### src/rtl/elastic_delay_pipe.sv
// rtl/elastic_delay_pipe.sv - N-stage valid/ready delay line with bubble collapse, flush and occupancy count
module elastic_delay_pipe #(
    parameter int               N           = 3,
    parameter int               WIDTH       = 1,
    parameter logic [WIDTH-1:0] RESET_VALUE = '0
) (
    input  logic                     clk,
    input  logic                     reset,
    input  logic                     flush,
    input  logic                     in_valid,
    output logic                     in_ready,
    input  logic [WIDTH-1:0]         in_data,
    output logic                     out_valid,
    input  logic                     out_ready,
    output logic [WIDTH-1:0]         out_data,
    output logic [$clog2(N+1)-1:0]   count
);

    localparam int CW = $clog2(N + 1);

    logic [N-1:0]     v;
    logic [WIDTH-1:0] d [N];
    logic [N-1:0]     adv;
    logic             stage0_free;
    logic             in_xfer;
    logic             out_xfer;

    // Backward ready chain: a stage advances if out_ready is high or any later stage holds a bubble.
    always_comb begin
        adv         = '0;
        stage0_free = out_ready;
        for (int i = N - 1; i >= 0; i--) begin
            adv[i]      = stage0_free;
            stage0_free = stage0_free || !v[i];
        end
    end

    assign in_ready  = stage0_free && !flush && !reset;
    assign out_valid = v[N-1] && !flush && !reset;
    assign out_data  = d[N-1];
    assign in_xfer   = in_valid && in_ready;
    assign out_xfer  = out_valid && out_ready;

    always_ff @(posedge clk) begin
        if (reset) begin
            v     <= '0;
            count <= '0;
            for (int i = 0; i < N; i++) begin
                d[i] <= RESET_VALUE;
            end
        end else if (flush) begin
            // Data registers are deliberately left alone; only occupancy is discarded.
            v     <= '0;
            count <= '0;
        end else begin
            for (int i = 1; i < N; i++) begin
                if (adv[i-1]) begin
                    v[i] <= v[i-1];
                    d[i] <= d[i-1];
                end
            end
            if (in_xfer) begin
                v[0] <= 1'b1;
                d[0] <= in_data;
            end else if (adv[0]) begin
                v[0] <= 1'b0;
            end
            count <= count + CW'(in_xfer) - CW'(out_xfer);
        end
    end

endmodule

### config.mk
export PLATFORM = sky130hd
export DESIGN_NAME = elastic_delay_pipe
export DESIGN_NICKNAME = d
export VERILOG_FILES = /design/src/rtl/elastic_delay_pipe.sv
export SDC_FILE = /design/constraint.sdc
export NUM_CORES = 1
export LEC_CHECK = 0
export BUFFER_PORTS_ARGS = -buffer_cell sky130_fd_sc_hd__buf_4
export CORE_AREA = 2 2 39 41
export CTS_CLUSTER_DIAMETER = 200
export CTS_CLUSTER_SIZE = 30
export DETAILED_ROUTE_END_ITERATION = 10
export DIE_AREA = 0 0 41 43
export GPL_TIMING_DRIVEN = 0
export PLACE_DENSITY_LB_ADDON = 0.2
export SKIP_CTS_REPAIR_TIMING = 1
export SLEW_MARGIN = 5
export SYNTH_ARGS = -nofsm -noshare
export SYNTH_HDL_FRONTEND = slang
export SYNTH_SLANG_ARGS = --single-unit
### constraint.sdc
create_clock -name clk -period 1.29 [get_ports clk]
set_clock_uncertainty 0.05 [all_clocks]
set_input_delay 0.0645 -clock clk [delete_from_list [all_inputs] [get_ports clk]]
set_output_delay 0.0645 -clock clk [all_outputs]
set_load 0.03 [all_outputs]
After elaboration in Yosys (flattened, before gate mapping)
Memory sizes are Yosys's and may differ from the RTL's.
Index checks and enable logic that the tools add are counted.
- register bits: 5
- RAM bits: 3
- input port bits: 6
- output and inout port bits: 5
- word-level logic and storage cells: 45
- memories: 1
- memory list (memory ; words ; width ; read ports ; clocked after Yosys merged registers in ; write ports ; line ; text):
    d ; 3 ; 1 ; 3 ; 0 ; 3 ; 22 ; logic [WIDTH-1:0] d [N];
- $add $sub $neg: 2
- muxes and demuxes: 19
- bitwise gates (word level): 3
- reductions and logical operators: 16
- operator list (kind ; count):
    $mux W1 ; 19
    $logic_and A1 B1 Y1 ; 6
    $logic_not A1 Y1 ; 5
    $logic_or A1 B1 Y1 ; 3
    $or A1 B1 Y1 ; 3
    $add A2 B1 Y2 ; 1
    $reduce_bool A2 Y1 ; 1
    $reduce_or A2 Y1 ; 1
    $sub A2 B1 Y2 ; 1

Logic depth before layout (Yosys ltp)
- depth in word-level cells: 12
- gate-level depth with buffers: 7
- mapped depth without buffers: 7

Least setup slack after synthesis
OpenSTA, ideal clock, no wires.
- path kind: register to register
- from: register v[2]
- to: register count[1]
- library setup time: 0.078 ns
- arrival: 1.306 ns
- setup slack: -0.144 ns
- cell stages (with the launch flop): 8
- buffers on the path: 0
- cells stage by stage: dfxtp_1 -> nand4b_1 -> nand3_1 -> ha_1 -> inv_1 -> ha_1 -> xnor3_1 -> nor3_1
- word-level cells in the longest chain between the ends: 9
- elaborated cells on any way between the ends: 12
- classes of those cells: add/sub: 2; reduce/logical: 10
- RTL lines (item ; line ; text):
    from (decl) ; 21 ; logic [N-1:0] v;
    from (signal, indexed assignment) ; 58 ; v[i] <= v[i-1];
    $logic_not A1 Y1 ; 34 ; stage0_free = stage0_free || !v[i];
    $logic_or A1 B1 Y1 (3 in a row) ; 34 ;
    $logic_and A1 B1 Y1 (2 in a row) ; 38 ; assign in_ready = stage0_free && !flush && !reset;
    $logic_and A1 B1 Y1 ; 41 ; assign in_xfer = in_valid && in_ready;
    $add A2 B1 Y2 ; 68 ; count <= count + CW'(in_xfer) - CW'(out_xfer);
    $sub A2 B1 Y2 (*) ; 68 ;
    to (signal assigned) ; 68 ;
    to (decl) ; 16 ; output logic [$clog2(N+1)-1:0] count
Every way passes the cells marked *; elsewhere a longest branch is shown, timed or not.
A chain may end at the register's enable or synchronous reset.

Worst setup path in the final report
Same ends and word-level chain as after synthesis.

==> flow_summary_export.csv <==
group,metric,value,unit
run_status,status,"finished with violations",
run_status,violations,"negative hold slack, negative setup slack",
critical_path,start_kind,"flop",
synth,synthesis.nets,45,
cells_and_area,nNetsFinal,64,
grt,antenna_found_initial,0,
route,vias,339,
cells_and_area,synthToLayoutAreaGrowth,37.9,%
clock_tree,path_clk_slew,0.06,ns
floorplan,io_pins,11,
clock_tree,htreeDepth,1,
power_and_ir_drop,ir_worst_vdd,360,uV
route,drt-wirelength-per-cell,10.7,microns
critical_path,critPathKind,"flop to flop",
sta,fin_crit_sh,1.18,
grt,grt_overflow,0,
clock_tree,numCtsBuffers,3,
run,drv_cap,0,
sta,finalWorstSetupSlack,-0.228,ns
synth,synth_area,419,sq um
floorplan,die-area,1760,sq um
synth,ys_ff_latch,8,
route,dr.pass1.iters,4,
min_path,hp-class,"primary input to flop",
grt,grt_pass1_wl,1240,microns
critical_path,worstPathArrival,1.65,ns
cells_and_area,drive_above_1_share,0.455,
grt,first_global_vias,295,
route,viasPerCell,4.77,
floorplan,start_util,0.303,
clock_tree,worstSkewPairLatency,0.26,ns
critical_path,cp-end-kind,"flop",
floorplan,num_rows,14,
sta,rsz0062_at_grt,"true",
sta,hold_violations,1,
sta,finalCriticalPeriod,1.52,ns
power_and_ir_drop,power_leakage,0.000269,uW
sta,drv_slew,0,
route,drc,0,
placed_design,dpl.hpwl,542,microns
clock_tree,clock_sinks,8,
grt,grt_use_total,0.105,
sta,worst_pin_slew,0.323,ns
placed_design,finalWeightedCongestion,0.667,
route,drt_iter0_markers,12,
synth,yosysSeqAreaShare,0.454,
grt,grt_start_max_net_pins,9,
synth,ys_types,20,
cells_and_area,antennaDiodeCount,0,
min_path,min_path_cells,2,
critical_path,r2r_cells,7,
power_and_ir_drop,powerDensity,956,nW/um^2
sta,fmax,0.659,GHz
synth,synthCells,37,
clock_tree,cts_tree,"yes",
clock_tree,cts_buffer_depth,2,
floorplan,core_area,1380,sq um
floorplan,die_w,41,microns
sta,setup_viol,3,
placed_design,preCtsSetupSlack,-0.279,ns
placed_design,port_buffers,10,
sta,whs,-0.00994,ns
floorplan,die_y,43,microns
cells_and_area,layoutNonFillerInstCount,71,
sta,final.setup.tns,-0.431,ns
route,drt_wl_total,760,microns
cells_and_area,fill_cells,149,
placed_design,place_inst,63,
clock_tree,root_buffer,"clkbuf_4",
synth,synth.avg_cell_area,11.3,sq um
synth,synth_warnings,0,
sta,slew_headroom,0.784,
critical_path,worstPathRequired,1.42,ns
route,drtAntennaViolNets,0,
critical_path,path_max_fanout,4,
kinds of logic after synthesis:
| kind of cell | share of synthesized area |
|---|---|
| xor gates and xnor gates | 0.0537 |
| buffers and inverters | 0.0537 |
| AOI/OAI and AO/OA | 0.194 |
| DFF | 0.454 |
| and+or+nand+nor | 0.185 |
| adders and majority gates | 0.0597 |
power breakdown:
part           switching, uW  internal [uW]  total [uW]
registers               3.51            273         276
logic                   34.8           30.5        65.4
clock network           92.1            119         211
cells in the final DEF (no fill, tap or decap):
master	n
a2111oi_1	2
and2_1	3
and3_1	1
inv_1	6
a21boi_1	1
xnor3_1	1
a2111oi_2	1
edfxtp_1	3
nand3_1	1
buf_6	1
nor2_2	1
buf_4	13
nand4b_1	1
clkbuf_4	3
o21bai_1	2
nand2b_1	1
and3b_4	1
ha_1	2
clkbuf_1	1
o21a_1	2
nor3_1	1
and2b_2	1
dfxtp_2	3
a31o_2	1
dfxtp_1	2
state kept, by name (all words and copies together), names as in the netlist:
register and count:
d 3, v 3, count 2
per-layer routing:
metal / vias to the layer above / GRT usage / share of wire
met1: 161 / 0.148 / 0.48
met5: - / 0 / 0
met4: 0 / 0.0800 / 0
met2: 7 / 0.128 / 0.48
met3: 0 / 0.0314 / 0.039
li1: 171 / - / -
cell usage after synthesis (all sizes together):
cell / n / share of area
and3b: 1 / 0.030
o21bai: 2 / 0.036
dfxtp: 5 / 0.24
nand2b: 1 / 0.015
and2: 3 / 0.045
nor2: 1 / 0.015
o21a: 2 / 0.036
ha: 2 / 0.060
inv: 6 / 0.054
nand4b: 1 / 0.021
and3: 1 / 0.015
a31o: 1 / 0.021
a21boi: 1 / 0.018
nor3: 1 / 0.012
a2111oi: 3 / 0.084
xnor3: 1 / 0.054
edfxtp: 3 / 0.21
nand3: 1 / 0.012
and2b: 1 / 0.021
metrics by stage:
step	hold slack, ns	power (uW)	utilization	instance area, sq um
after global placement	0.260	345	0.373	515
after global routing	-0.00899	588	0.418	578
after CTS	-0.0171	563	0.392	542
after floorplan	0.0913	314	-	420
final	-0.00994	552	0.418	578
after detailed placement	0.262	346	0.373	515
final cells by class:
| type | instances | area, sq um | area share |
|---|---|---|---|
| Clock buffer | 4 | 26.3 | 0.0455 |
| Inverter | 6 | 22.5 | 0.0390 |
| Multi-Input combinational cell | 23 | 206 | 0.357 |
| Sequential cell | 8 | 194 | 0.335 |
| Tap cell | 16 | 20.0 | 0.0346 |
| Timing Repair Buffer | 14 | 109 | 0.188 |
critical path, stage by stage (launching register included):
cell      delay [ns]
dfxtp_2         0.33
nand4b_1        0.17
nand3_1         0.14
ha_1            0.23
inv_1           0.06
ha_1            0.14
xnor3_1         0.20
nor3_1          0.13
path summary, 6_finish.rpt:
path	end	start	slack [ns]
worst max-delay path	count[1]	v[2]	-0.23
worst min register to register	v[2]	v[1]	0.42
worst max register to register	count[1]	v[2]	-0.23
worst min-delay path	count[1]	reset	-0.01
No activity file was read; power rests on OpenSTA's default activity.
